**src/rtl/alu_writeback.sv**
```systemverilog
// Writeback stage behind the dual-result ALU: serialises q0/q1 onto the single
// register-file write port and owns the architectural V/C/Z/N flags.
module alu_writeback #(
  parameter int RA_W  = 4,
  parameter int CNT_W = 8
) (
  input  logic             clk,
  input  logic             rst_n,
  input  logic             in_valid,
  output logic             in_ready,
  input  logic [7:0]       in_op,
  input  logic [RA_W-1:0]  in_rd,
  input  logic [31:0]      in_q0,
  input  logic [31:0]      in_q1,
  input  logic [3:0]       in_st,
  output logic             rf_we,
  output logic [RA_W-1:0]  rf_waddr,
  output logic [31:0]      rf_wdata,
  output logic [3:0]       flags,
  output logic [CNT_W-1:0] illegal_cnt,
  output logic             busy
);

  localparam logic [7:0] OP_MUL = 8'h04;

  typedef enum logic [1:0] {
    ST_IDLE = 2'b00,
    ST_WR0  = 2'b01,
    ST_WR1  = 2'b10
  } state_e;

  state_e            state_r;
  state_e            state_nxt_s;
  logic [7:0]        op_r;
  logic [RA_W-1:0]   rd_r;
  logic [31:0]       q1_r;
  logic              ready_s;
  logic              accept_s;
  logic              we_nxt_s;
  logic [RA_W-1:0]   waddr_nxt_s;
  logic [31:0]       wdata_nxt_s;

  function automatic logic op_defined(input logic [7:0] op);
    return (op >= 8'h01) && (op <= 8'h11);
  endfunction

  function automatic logic op_illegal(input logic [7:0] op);
    return (op >= 8'h12);
  endfunction

  assign accept_s = in_valid && ready_s;
  assign in_ready = ready_s;

  // State register
  always_ff @(posedge clk or negedge rst_n) begin
    if (!rst_n) begin
      state_r <= ST_IDLE;
    end else begin
      state_r <= state_nxt_s;
    end
  end

  // Next-state logic; a latched MUL always spends one extra cycle in WR1
  always_comb begin
    state_nxt_s = state_r;
    case (state_r)
      ST_IDLE: begin
        if (accept_s) state_nxt_s = ST_WR0;
        else          state_nxt_s = ST_IDLE;
      end
      ST_WR0: begin
        if (op_r == OP_MUL) state_nxt_s = ST_WR1;
        else if (accept_s)  state_nxt_s = ST_WR0;
        else                state_nxt_s = ST_IDLE;
      end
      ST_WR1: begin
        if (accept_s) state_nxt_s = ST_WR0;
        else          state_nxt_s = ST_IDLE;
      end
      default: state_nxt_s = ST_IDLE;
    endcase
  end

  // Handshake decode: only the MUL low-word cycle refuses a new bundle
  always_comb begin
    ready_s = 1'b0;
    case (state_r)
      ST_IDLE: ready_s = 1'b1;
      ST_WR0:  ready_s = (op_r != OP_MUL);
      ST_WR1:  ready_s = 1'b1;
      default: ready_s = 1'b0;
    endcase
  end

  // Write-port selection for the cycle that the next edge enters
  always_comb begin
    we_nxt_s    = 1'b0;
    waddr_nxt_s = rf_waddr;
    wdata_nxt_s = rf_wdata;
    if (accept_s) begin
      we_nxt_s    = op_defined(in_op);
      waddr_nxt_s = in_rd;
      wdata_nxt_s = in_q0;
    end else if ((state_r == ST_WR0) && (op_r == OP_MUL)) begin
      we_nxt_s    = 1'b1;
      waddr_nxt_s = rd_r + RA_W'(1);
      wdata_nxt_s = q1_r;
    end else begin
      we_nxt_s    = 1'b0;
      waddr_nxt_s = rf_waddr;
      wdata_nxt_s = rf_wdata;
    end
  end

  // Bundle capture; q0 goes straight to the write-data register
  always_ff @(posedge clk or negedge rst_n) begin
    if (!rst_n) begin
      op_r <= 8'h00;
      rd_r <= '0;
      q1_r <= 32'h0000_0000;
    end else if (accept_s) begin
      op_r <= in_op;
      rd_r <= in_rd;
      q1_r <= in_q1;
    end
  end

  // Registered write port and busy
  always_ff @(posedge clk or negedge rst_n) begin
    if (!rst_n) begin
      rf_we    <= 1'b0;
      rf_waddr <= '0;
      rf_wdata <= 32'h0000_0000;
      busy     <= 1'b0;
    end else begin
      rf_we    <= we_nxt_s;
      rf_waddr <= waddr_nxt_s;
      rf_wdata <= wdata_nxt_s;
      busy     <= (state_nxt_s != ST_IDLE);
    end
  end

  // Flags and illegal-opcode counter update only on accept
  always_ff @(posedge clk or negedge rst_n) begin
    if (!rst_n) begin
      flags       <= 4'b0000;
      illegal_cnt <= '0;
    end else if (accept_s) begin
      if (op_defined(in_op)) flags <= in_st;
      if (op_illegal(in_op) && (illegal_cnt != {CNT_W{1'b1}}))
        illegal_cnt <= illegal_cnt + CNT_W'(1);
    end
  end

endmodule

```
**config.mk**
```make
export PLATFORM = sky130hd
export DESIGN_NAME = alu_writeback
export DESIGN_NICKNAME = d
export VERILOG_FILES = /design/src/rtl/alu_writeback.sv
export SDC_FILE = /design/constraint.sdc
export NUM_CORES = 1
export LEC_CHECK = 0
export CORE_ASPECT_RATIO = 1.1
export CORE_MARGIN = 4
export CORE_UTILIZATION = 25
export CTS_BUF_LIST = sky130_fd_sc_hd__clkbuf_2 sky130_fd_sc_hd__clkbuf_4 sky130_fd_sc_hd__clkbuf_8
export DETAILED_ROUTE_END_ITERATION = 8
export GPL_TIMING_DRIVEN = 0
export PLACE_DENSITY_LB_ADDON = 0.3
export SYNTH_ARGS = -nofsm -noshare
export SYNTH_HDL_FRONTEND = slang
export SYNTH_SLANG_ARGS = --single-unit
```
**constraint.sdc**
```tcl
create_clock -name clk -period 2.3 [get_ports clk]
set_input_delay 0.46 -clock clk [delete_from_list [all_inputs] [get_ports clk]]
set_output_delay 0.46 -clock clk [all_outputs]
set_load 0.01 [all_outputs]
```
* After elaboration in Yosys (flattened, before gate mapping)
Index checks and enable logic that the tools add are counted.
Storage, ports and cells: bits in registers 96, output and inout port bits 51, logic and storage cells 40
Cells by class: add/subtract/negate cells 2, $lt $le $gt $ge 3, equal/unequal tests 5, mux-type cells 10, reduce and logical (&&, ||, !) cells 10
Operators by type and width (count):
- $mux W32 | 2
- $add A8 B1 Y8 const B | 1
- $eq A8 B3 Y1 const B | 1
- $ge A8 B1 Y1 const B | 1
- $ge A8 B5 Y1 const B | 1
- $le A8 B5 Y1 const B | 1
- $mux W4 | 2
- $ne A8 B3 Y1 const B | 1
- $ne A8 B8 Y1 const B | 1
- $add A4 B1 Y4 const B | 1
- $logic_and A1 B1 Y1 | 4
- $pmux W2 S2 | 1
- $reduce_and A2 Y1 | 2
- $reduce_bool A2 Y1 | 2
- $mux W1 | 3
- $eq A2 B1 Y1 const B | 1
- $eq A2 B2 Y1 const B | 1
- $logic_not A2 Y1 | 1
- $mux W2 | 1
- $pmux W1 S2 | 1
- $reduce_or A2 Y1 | 1

* Longest topological paths before layout
depth after elaboration 8, depth in mapped cells 7, depth with buffers taken out 6

* Worst setup path after synthesis
OpenSTA, ideal clock, no wires.
path kind input port to flip-flop, start input in_op[6], end register flags[0], setup time 0.125 ns, arrival time 1.673 ns, required time 2.175 ns, slack 0.502 ns, stages 3, buffers on the path 0, path through or3_1 -> a2111oi_4 -> mux2_2
Between the ends: word-level cells in the longest chain between the ends 3, elaborated cells between the ends (all ways) 4, classes of those cells order compare (2); reduce/logical (2)
RTL lines:
- from (decl) | line 11 | input logic [7:0] in_op,
- $ge A8 B1 Y1 / $le A8 B5 Y1 (equally long branches) | line 44 | return (op >= 8'h01) && (op <= 8'h11);
- $logic_and A1 B1 Y1 (*) | line 44
- $reduce_and A2 Y1 (no source line) (*)
- to (signal assigned) | line 149 | if (op_defined(in_op)) flags <= in_st;
- to (decl) | line 19 | output logic [3:0] flags,
Every way passes the cells marked *; elsewhere a longest branch is shown, timed or not. A chain may end at the register's enable or synchronous reset.

* Worst setup path in the final report
start register op_r[7], end output in_ready
Between the ends: word-level cells in the longest chain between the ends 2
RTL lines:
- from (decl) | line 34 | logic [7:0] op_r;
- from (signal assigned) | line 122 | op_r <= in_op;
- $ne A8 B3 Y1 | line 89 | ST_WR0: ready_s = (op_r != OP_MUL);
- $pmux W1 S2 | line 87 | case (state_r)
- to (decl) | line 10 | output logic in_ready,
Every way passes these cells.

==> results <==
- The total detailed-routing wirelength is roughly 12 mm.
- The type of element launching the critical path is a register.
- The placed cell count is between 700 and 800.
- The proportion of layout cells with a drive suffix above 1 is slightly below 8%.
- The final setup violation count is 0.
- After synthesis, the cell types taking the most area are dfrtp_1, nand2_1, a31oi_1.
- The design draws about 4400 uW.
- Summed over all nets, the half-perimeter wirelength after detailed placement is roughly 8.5 mm.
- The largest single stage delay on the critical path is approximately 420 ps.
- The family with the most delay on the worst path is flip-flops.
- Summed over its instances, the top area cell type makes up between 50% and 60% of the synthesized netlist area.
- For this run, the number of standard cells in the final layout without fillers is a little under 800.
- Synthesis produced a netlist with a net count of 524.
- Global routing finished with a remaining overflow of 0.
- The number of enable flip-flop cells after synthesis is 0.
- The flow ran to the end, and the final reports show no timing, DRC or antenna violations.
- The worst-case IR drop observed on VDD is 0.000424 V.
- The routed layout has between 3000 and 4000 vias.
- The total count of hold-check failures in the final report came to 0.
- The floorplan has 48 rows.
- The compound-gate portion of the synthesized area is under 10%.
- The tool flagged a number of max-cap violations equal to 0.
- Across the routed clock network, the largest skew measured is about 13 ps.
- The TritonCTS buffer count is 9.
- Sequential elements use just under 60% of the synthesized area.
- The starting density of the core is between 20% and 30%.
- The first-pass detailed-route iteration total is 4.
- The class of the most critical hold timing path is primary input to async pin.
- Setup repair after global routing left no endpoint under its margin.
- The number of buffer and inverter stages on the critical path is 1.
- After clock tree synthesis, the clock-pin slew on the worst setup and hold paths is roughly 90 ps.
- The most used flip-flop cell after synthesis is dfrtp_1.
- The H-tree generated during clock tree synthesis spans 3 levels.
- At the end of the flow the core is filled with cells to 37.4%.
- Before CTS, the worst setup slack after placement is -106 ps.
- The final critical-path share of the clock period is just over 90%.
- The leakage power of the design is 0.00269 uW.
- The core footprint is 15800 um^2.
- The clock sink count is 96.
- In this run the remaining antenna-violating nets after routing total 0.
- For this design the ratio of total power to cell area is 740 nW/um^2.
- The DRC marker count from the first detailed-route iteration is between 100 and 150.
- The die is around 130 um wide.
- Routability-driven placement finished with a final weighted congestion of roughly 0.76.
- Across all setup checks in the final design, the least slack found is slightly below 200 ps.
- The total I/O pin count is ~130.
- The root buffer cell chosen for the clock tree is clkbuf_8.
- The net count of the finished layout is between 600 and 700.
- By area, the combinational part of the netlist is dominated by simple AND/OR/NAND/NOR gates.
- The data required time of the worst path is roughly 1800 ps.
- In the final routed layout, each cell accounts on average for about 15 um.
- The antenna diode instance count is 0.
- The smallest clock period supported by the final layout is computed as between 2000 and 2500 ps.
- At the pin with the least slew margin, the transition time is roughly 630 ps.
- The count of final max-slew check failures came to 0.
- The largest net degree at the start of global routing is 52.
- Synthesis produced a netlist whose cell count is about 440.
- The combined area of all synthesized cells is 4040 um^2.
- The average instance in the mapped netlist occupies around 9.2 um^2.
- The number of global-route vias before repair was about 3700.
- The first global-routing pass estimated around 19 mm of wire.
- Using the TritonRoute via totals, the vias-per-cell ratio works out to ~4.3.
- The timing-limited maximum frequency is 0.475 GHz.
- The synthesized design contains between 90 and 100 register bits.
- The worst path arrival time is approximately 1700 ps.
- After Yosys synthesis, XOR and XNOR cells account for between 1.5 and 2% of the synthesized area.
- The number of antenna violations at the first check in global routing is 0.
- The cell with the most instances after synthesis is nand2_1.
- For this run, the total global-route usage over all layers was measured as a little over an eighth.
- The post-route DRC violation count is 0.
- The number of port buffers is ~130.
- The post-synthesis to final-layout area growth is 46.3%.
- Along the worst path, the maximum fanout reaches 2.
- Of all flip-flops after synthesis, the portion carrying an async set or reset was between 90% and 100%.
- The layout has approximately 1600 filler cells.
- The post-synthesis cell type count is 35.
- Measured along the y axis, the die boundary spans 141 um.
- The highest-delay cell along the critical path is dfrtp_1.
- The worst setup path is captured at an output pin.
- The adder-cell area share of the yosys netlist is less than 1%.
- During synthesis, Yosys emitted a total of 0 warnings.
- By count the netlist is led by nand2_1, dfrtp_1, nor2_1.
- Walking the worst path, the cells encountered are nor4_4, a21o_1, nand2_1, dlygate4sd2_1.
- The mux share of post-synthesis cell area is 1.64%.
- The insertion delay to the later sink of the worst-skew pair is roughly 370 ps.
- The die covers approximately 18000 um^2.
- TritonCTS built the clock tree.
- The critical path class is register to output pin.
- The basic-gate share of the synthesized area counting and, or, nand and nor cells is between 20 and 30%.
- In this run the tightest slew margin relative to its limit is 58.3%.
- The number of buffers between clock root and the deepest sink is 2.
- dfrtp_1 takes more of the synthesized area than any other cell.
## flip-flops by register name, indices dropped and copies added, names as in the netlist
| register | cells |
|---|---|
| busy | 1 |
| state_r | 2 |
| rf_we | 1 |
| rf_wdata | 32 |
| rf_waddr | 4 |
| rd_r | 4 |
| flags | 4 |
| op_r | 8 |
| q1_r | 32 |
| illegal_cnt | 8 |
## logic make-up (layout without fill, tap and decap cells)
logic type                 after synthesis  in the layout
adders and majority gates                2              2
muxes                                    6              6
and+or+nand+nor                        254            254
buffers and inverters                   27            178
AOI/OAI and AO/OA                       45             45
DFF                                     96             96
xor gates and xnor gates                 9              9
## power by group
group	switching [uW]	internal [uW]	leakage [uW]
sequential	170	1900	0.00114
clock	602	765	0.000127
combinational	394	537	0.00142
## cell usage in the layout (no fill, tap or decap), types with 2 or more instances in the layout
cell and instances:
nand2_1 200, clkdlybuf4s50_1 131, dfrtp_1 96, nor2_1 40, a31oi_1 32, clkbuf_8 10, clkbuf_1 9, buf_2 9
xnor2_1 8, buf_4 7, mux2_2 5, o21ai_0 4, nand3_1 3, nand4_1 3, bufinv_16 3, a21oi_1 2
ha_1 2
## final timing paths
| kind | endpoint | cells past startpoint | slack [ps] | startpoint |
|---|---|---|---|---|
| setup / recovery | in_ready | 4 | 190 | op_r[7]$_DFFE_PN0N_ |
| max in group asynchronous | q1_r[23]$_DFFE_PN0N_ | 2 | 1530 | rst_n |
| setup reg to reg | rf_wdata[12]$_DFFE_PN0P_ | 8 | 320 | op_r[7]$_DFFE_PN0N_ |
| hold reg to reg | q1_r[28]$_DFFE_PN0N_ | 2 | 480 | q1_r[28]$_DFFE_PN0N_ |
| min in group clk | q1_r[28]$_DFFE_PN0N_ | 2 | 480 | q1_r[28]$_DFFE_PN0N_ |
| hold / removal | rf_wdata[6]$_DFFE_PN0P_ | 1 | 90 | rst_n |
## final cells by class
| type | count | area (um^2) | area share, % |
|---|---|---|---|
| clock buffer | 11 | 145 | 2.46 |
| clock inverter | 5 | 104 | 1.76 |
| multi-input combinational | 316 | 1500 | 25.5 |
| timing repair buffer | 135 | 1360 | 23.1 |
| inverter | 3 | 11.3 | 0.191 |
| tap | 200 | 250 | 4.24 |
| buffer | 24 | 128 | 2.16 |
| sequential | 96 | 2400 | 40.7 |
## repair_timing
item                       in CTS  in global routing
setup endpoints to repair       1                  0
buffers inserted                1                  0
resized for setup               2                  0
hold endpoints to repair        0                  0
hold buffers                    0                  0
## worst register-to-register path, cell delays in order, from the launching register on
cell and delay (ps):
dfrtp_1 420, nor4_4 310, a21o_1 200, buf_4 140
a21bo_4 160, buf_4 190, buf_6 170, buf_4 190
a31oi_1 90
## per-stage QoR
stage	area, um^2	hold WS (ps)	TNS [ps]
after floorplan	4040	164	0
after global placement	5620	459	-273300
after detailed placement	5640	462	-400
after CTS	5910	89.6	0
after global routing	5910	124	0
final	5910	88.2	0
## per-layer routing
metal	global-route usage, %	wire (um)	vias up
met1	16.2	5130	1596
met5	0	0	-
met3	4.67	934	16
met4	4.53	192	0
met2	20.9	5340	95
li1	-	-	1709
(Power assumes the default switching activity.)
